===== src/rtl/mem_arbiter.sv =====
// rtl/mem_arbiter.sv - IF/data arbiter and byte-serial sequencer for the main-memory port
// Optional feature macro: MEM_ARB_SIGN_EXT_EN (sign-extend sub-word data loads when d_signed=1)
module mem_arbiter #(
  parameter int ADDR_WIDTH = 17,
  parameter int LEN        = 32,
  parameter int BYTE_SIZE  = 8
) (
  input  logic                  clk,
  input  logic                  rst_n,
  input  logic                  if_req,
  input  logic [ADDR_WIDTH-1:0] if_addr,
  output logic                  if_ready,
  output logic [LEN-1:0]        if_inst,
  input  logic                  d_req,
  input  logic                  d_we,
  input  logic [1:0]            d_size,
  input  logic                  d_signed,
  input  logic [ADDR_WIDTH-1:0] d_addr,
  input  logic [LEN-1:0]        d_wdata,
  output logic                  d_ready,
  output logic [LEN-1:0]        d_rdata,
  input  logic [BYTE_SIZE-1:0]  mem_din,
  output logic [BYTE_SIZE-1:0]  mem_dout,
  output logic [ADDR_WIDTH-1:0] mem_a,
  output logic                  mem_wr,
  output logic                  busy
);

  typedef enum logic [2:0] {IDLE, RD, RD_TAIL, WR, DONE} state_t;

  state_t                state;
  logic [ADDR_WIDTH-1:0] base_q;
  logic [2:0]            n_q;
  logic [2:0]            k_q;
  logic [LEN-1:0]        wdata_q;
  logic [LEN-1:0]        asm_q;
  logic                  signed_q;
  logic                  is_data_q;
  logic                  last_was_data;

  logic                  grant_if;
  logic                  grant_d;
  logic [2:0]            d_n;
  logic [2:0]            k_nxt;
  logic [1:0]            tail_idx;
  logic [1:0]            cap_idx;
  logic [1:0]            wr_idx;
  logic [LEN-1:0]        fill;
  logic [LEN-1:0]        result;

  // Round-robin: on a tie the requester that did not get the last grant wins
  assign grant_if = if_req && (!d_req || last_was_data);
  assign grant_d  = d_req && !grant_if;

  assign k_nxt    = k_q + 3'd1;
  assign tail_idx = 2'(n_q - 3'd1);
  assign cap_idx  = 2'(k_q - 3'd1);
  assign wr_idx   = 2'(k_nxt);

  // Data transfer length in bytes; size code 3 is treated as a word
  always_comb begin
    d_n = 3'd4;
    case (d_size)
      2'd0:    d_n = 3'd1;
      2'd1:    d_n = 3'd2;
      default: d_n = 3'd4;
    endcase
  end

  // Final read value: merge the tail byte arriving now, then extend sub-word data loads
  always_comb begin
    fill = asm_q;
    fill[tail_idx*BYTE_SIZE +: BYTE_SIZE] = mem_din;
    result = fill;
    if (is_data_q) begin
      case (n_q)
        3'd1:    result = {{(LEN-BYTE_SIZE){1'b0}}, fill[BYTE_SIZE-1:0]};
        3'd2:    result = {{(LEN-2*BYTE_SIZE){1'b0}}, fill[2*BYTE_SIZE-1:0]};
        default: result = fill;
      endcase
`ifdef MEM_ARB_SIGN_EXT_EN
      if (signed_q) begin
        case (n_q)
          3'd1:    result = {{(LEN-BYTE_SIZE){fill[BYTE_SIZE-1]}}, fill[BYTE_SIZE-1:0]};
          3'd2:    result = {{(LEN-2*BYTE_SIZE){fill[2*BYTE_SIZE-1]}}, fill[2*BYTE_SIZE-1:0]};
          default: result = fill;
        endcase
      end
`endif
    end
  end

`ifndef MEM_ARB_SIGN_EXT_EN
  // Without sign extension the latched select has no consumer
  logic unused_signed;
  assign unused_signed = signed_q;
`endif

  // Arbitration, byte sequencing and registered outputs
  always_ff @(posedge clk) begin
    if (!rst_n) begin
      state         <= IDLE;
      base_q        <= '0;
      n_q           <= 3'd0;
      k_q           <= 3'd0;
      wdata_q       <= '0;
      asm_q         <= '0;
      signed_q      <= 1'b0;
      is_data_q     <= 1'b0;
      last_was_data <= 1'b1;
      if_ready      <= 1'b0;
      if_inst       <= '0;
      d_ready       <= 1'b0;
      d_rdata       <= '0;
      mem_dout      <= '0;
      mem_a         <= '0;
      mem_wr        <= 1'b0;
      busy          <= 1'b0;
    end else begin
      case (state)
        IDLE: begin
          if (grant_if || grant_d) begin
            base_q        <= grant_if ? if_addr : d_addr;
            mem_a         <= grant_if ? if_addr : d_addr;
            n_q           <= grant_if ? 3'd4 : d_n;
            wdata_q       <= d_wdata;
            signed_q      <= d_signed;
            is_data_q     <= grant_d;
            last_was_data <= grant_d;
            k_q           <= 3'd0;
            busy          <= 1'b1;
            if (grant_d && d_we) begin
              state    <= WR;
              mem_wr   <= 1'b1;
              mem_dout <= d_wdata[BYTE_SIZE-1:0];
            end else begin
              state <= RD;
            end
          end
        end
        RD: begin
          // mem_din now holds the byte addressed in the previous cycle
          if (k_q != 3'd0) asm_q[cap_idx*BYTE_SIZE +: BYTE_SIZE] <= mem_din;
          if (k_q == n_q - 3'd1) begin
            state <= RD_TAIL;
          end else begin
            k_q   <= k_nxt;
            mem_a <= base_q + ADDR_WIDTH'(k_nxt);
          end
        end
        RD_TAIL: begin
          asm_q <= fill;
          state <= DONE;
          if (is_data_q) begin
            d_ready <= 1'b1;
            d_rdata <= result;
          end else begin
            if_ready <= 1'b1;
            if_inst  <= result;
          end
        end
        WR: begin
          if (k_q == n_q - 3'd1) begin
            state    <= DONE;
            mem_wr   <= 1'b0;
            mem_dout <= '0;
            d_ready  <= 1'b1;
            d_rdata  <= '0;
          end else begin
            k_q      <= k_nxt;
            mem_a    <= base_q + ADDR_WIDTH'(k_nxt);
            mem_dout <= wdata_q[wr_idx*BYTE_SIZE +: BYTE_SIZE];
          end
        end
        DONE: begin
          if_ready <= 1'b0;
          d_ready  <= 1'b0;
          busy     <= 1'b0;
          state    <= IDLE;
        end
        default: state <= IDLE;
      endcase
    end
  end

endmodule


===== config.mk =====
export PLATFORM = sky130hd
export DESIGN_NAME = mem_arbiter
export DESIGN_NICKNAME = d
export VERILOG_FILES = /design/src/rtl/mem_arbiter.sv
export SDC_FILE = /design/constraint.sdc
export NUM_CORES = 1
export LEC_CHECK = 0
export ABC_AREA = 1
export CELL_PAD_IN_SITES_DETAIL_PLACEMENT = 0
export CELL_PAD_IN_SITES_GLOBAL_PLACEMENT = 1
export CORE_ASPECT_RATIO = 1.75
export CORE_MARGIN = 1
export CORE_UTILIZATION = 41
export CTS_BUF_LIST = sky130_fd_sc_hd__clkbuf_8
export DETAILED_ROUTE_END_ITERATION = 12
export PLACE_DENSITY = 0.93
export SKIP_CTS_REPAIR_TIMING = 1
export SLEW_MARGIN = 20
export SYNTH_ARGS = -nofsm -noshare
export SYNTH_HDL_FRONTEND = slang
export SYNTH_SLANG_ARGS = --single-unit

===== constraint.sdc =====
create_clock -name clk -period 7.02 [get_ports clk]
set_clock_uncertainty 0.05 [all_clocks]
set_input_delay 2.106 -clock clk [delete_from_list [all_inputs] [get_ports clk]]
set_output_delay 2.106 -clock clk [all_outputs]
set_load 0.02 [all_outputs]

==> results.ini <==
[run_status]
status=finished, final reports clean

[floorplanning]
die_h_microns=201.0
core_area_sq_um=22160
dieArea_sq_um=23270
ios=175
die_w_microns=115.7
start_util_pct=41.88
num_rows=72

[clock_tree]
cts_tree=built
clock_latency_ps=490
clockBufferDepth=2
path_clk_slew_ps=100
clock_sinks=185
cts_made_buffers=17
ctsHtreeMaxLevel=4
ctsRootBufferMaster=clkbuf_8

[grt]
grt_overflow=0
grt_antenna_before_repair=0
grt_usage_pct=25.61
grt_max_degree=85
grt_pass1_wl_microns=46130
grt_pass1_vias=9024

[critical_path]
crit_path_end_kind=register
cp_max_fo=24
cp_num_buf_inv=4
cpPeakStageDelay_ps=500
critical_path_class=in2reg
cp.arrival_ps=4760
cp_slowest_cell=clkdlybuf4s50_1
cp_data_required_time_ps=7410
cp-start-kind=input pin
worstPathCellList=clkdlybuf4s50_1 -> nand2_1 -> nand2_2 -> inv_1 -> nor2_1 -> nand3_1 -> inv_1 -> nand2_1 -> nand3_1 -> nand2_1 -> inv_1
crit_family=simple AND/OR/NAND/NOR gates

[placed_design]
dp_slack_ps=2137
gp_congestion=0.9022
io_buffers=173
place_hpwl_microns=20270
place_area_sq_um=11050

[routing]
ant_nets=0
viasPerCell=5.236
first_pass_iters=5
first_iter_violations=581
via_count=9347
avgRoutedWirePerCell_microns=15.99
drc=0
drt-total-wl_microns=28540

[sta]
fmax_mhz=229.0
layout_setup_ws_ps=2654
slew-limit-headroom_pct=43.75
period_share_pct=62.19
slew_violations=0
setup_tns_ps=0
finalHoldViolCount=0
rsz0062_at_grt=no
worstMarginPinSlew_ps=834.9
period_needed_ps=4366
setup_viol=0

[synth]
synthesis.area_sq_um=9281
synthCells=1356
ys_ff_latch=185
synth_top_cell_area_share_pct=39.90
yosysSeqAreaShare_pct=39.90
synth_top_flop_cell=dfxtp_1
async_reset_ff_share_pct=0
synth_top_cells_by_area=dfxtp_1, nand2_1, o21ai_0
syn-num-nets=1454
yosys-top-cells-count=nand2_1, dfxtp_1, nor2_1
synth-edff-count=0
syn_area_per_cell_sq_um=6.845
synthDistinctLibCells=38
yosysWarnings=0
synth_most_common_cell=nand2_1
synth_area_leader_cell=dfxtp_1

[flow_run]
cap_violations=0

[power]
cellLeakagePower_nw=4.648
peakVddDrop_mv=0.1307
power_density_nw_per_um2=251.2

[final_layout]
postLayoutCellArea_sq_um=11420
nets=1574
area_growth_pct=23.04
antenna_cells=0
post-route-util_pct=51.53
drive_above_1_share_pct=4.970

[min_path]
hold_class=reg2reg

-- where the power goes --
part	switching, mW	internal (mW)
Combinational	0.569	0.330
Clock	0.406	0.292
Sequential	0.0827	1.19
Total	1.06	1.81
-- logic make-up (layout without fill, tap and decap cells) --
kind of cell / after synthesis / in the layout / synth area share (%)
AO/OA/AOI/OAI: 344 / 344 / 20.07
XOR/XNOR: 5 / 5 / 0.4718
adder cells (fa/ha/maj): 16 / 16 / 2.238
buffers and inverters: 199 / 332 / 8.965
flip-flops: 185 / 185 / 39.90
AND/OR/NAND/NOR: 607 / 607 / 28.35
-- flip-flops by register name, summed over array words and instances (netlist names), 3 cells and up --
name,count
asm_q,32
d_rdata,32
if_inst,32
wdata_q,32
base_q,17
mem_a,17
mem_dout,8
k_q,3
n_q,3
state,3
-- final cells by class --
type                            count  area, sq um
Tap cell                          296        370.4
Clock buffer                       18        247.7
Sequential cell                   185         3704
Timing Repair Buffer              180         1782
Fill cell                        2306        10740
Multi-Input combinational cell    972         4746
Inverter                          120        450.4
Clock inverter                     14        120.1
-- layer usage --
metal	GRT usage [%]	wire length, microns	vias to the layer above
li1	-	-	4722
met1	26.42	10450	4258
met2	46.34	15020	291
met3	3.925	1151	76
met4	17.40	1922	0
met5	0	0	-
-- stage by stage --
| step | instances | hold slack [ps] | power, mW |
|---|---|---|---|
| floorplan | 1356 | 373.4 | 1.879 |
| detailed placement | 1753 | 392.2 | 2.196 |
| CTS | 1785 | 406.6 | 2.890 |
| global route | 1785 | 420.1 | 3.048 |
| global placement | 1753 | 383.7 | 2.179 |
| finish | 1785 | 406.1 | 2.868 |
-- tightest hold or removal path: cells and delay by family, from the launching register on --
| family | cells | cell delay (ps) |
|---|---|---|
| compound gates | 1 | 50 |
| buf+inv | 1 | 60 |
| flops | 1 | 310 |
-- final timing paths --
kind	start	endpoint	slack (ps)	depth (start not counted)
setup / recovery	d_req	mem_dout[6]	2650	11
hold / removal	asm_q[29]	asm_q[29]	410	2
hold reg to reg	asm_q[29]	asm_q[29]	410	2
setup reg to reg	k_q[0]	mem_a[16]	3710	12
-- layout by cell type, fill, tap and decap left out, types with 2 or more instances in the layout --
master,n
clkinv_1,2
nor2_8,2
nand3b_1,2
nand2_4,2
nor2_2,2
nand3_4,2
ha_1,15
and2_1,8
a211oi_1,5
o22ai_1,6
nand3_1,91
a21oi_1,140
nand2_1,297
o21ai_1,4
nand4_1,21
clkinv_2,4
nor2_1,150
clkbuf_8,18
inv_2,13
nor2_4,4
xor2_1,4
inv_1,107
nand2_2,6
o211ai_1,36
o21ai_0,149
a21oi_4,2
nor3_1,18
dfxtp_1,185
buf_4,8
inv_6,4
clkdlybuf4s50_1,172
Power figures use the tool's default switching activity.
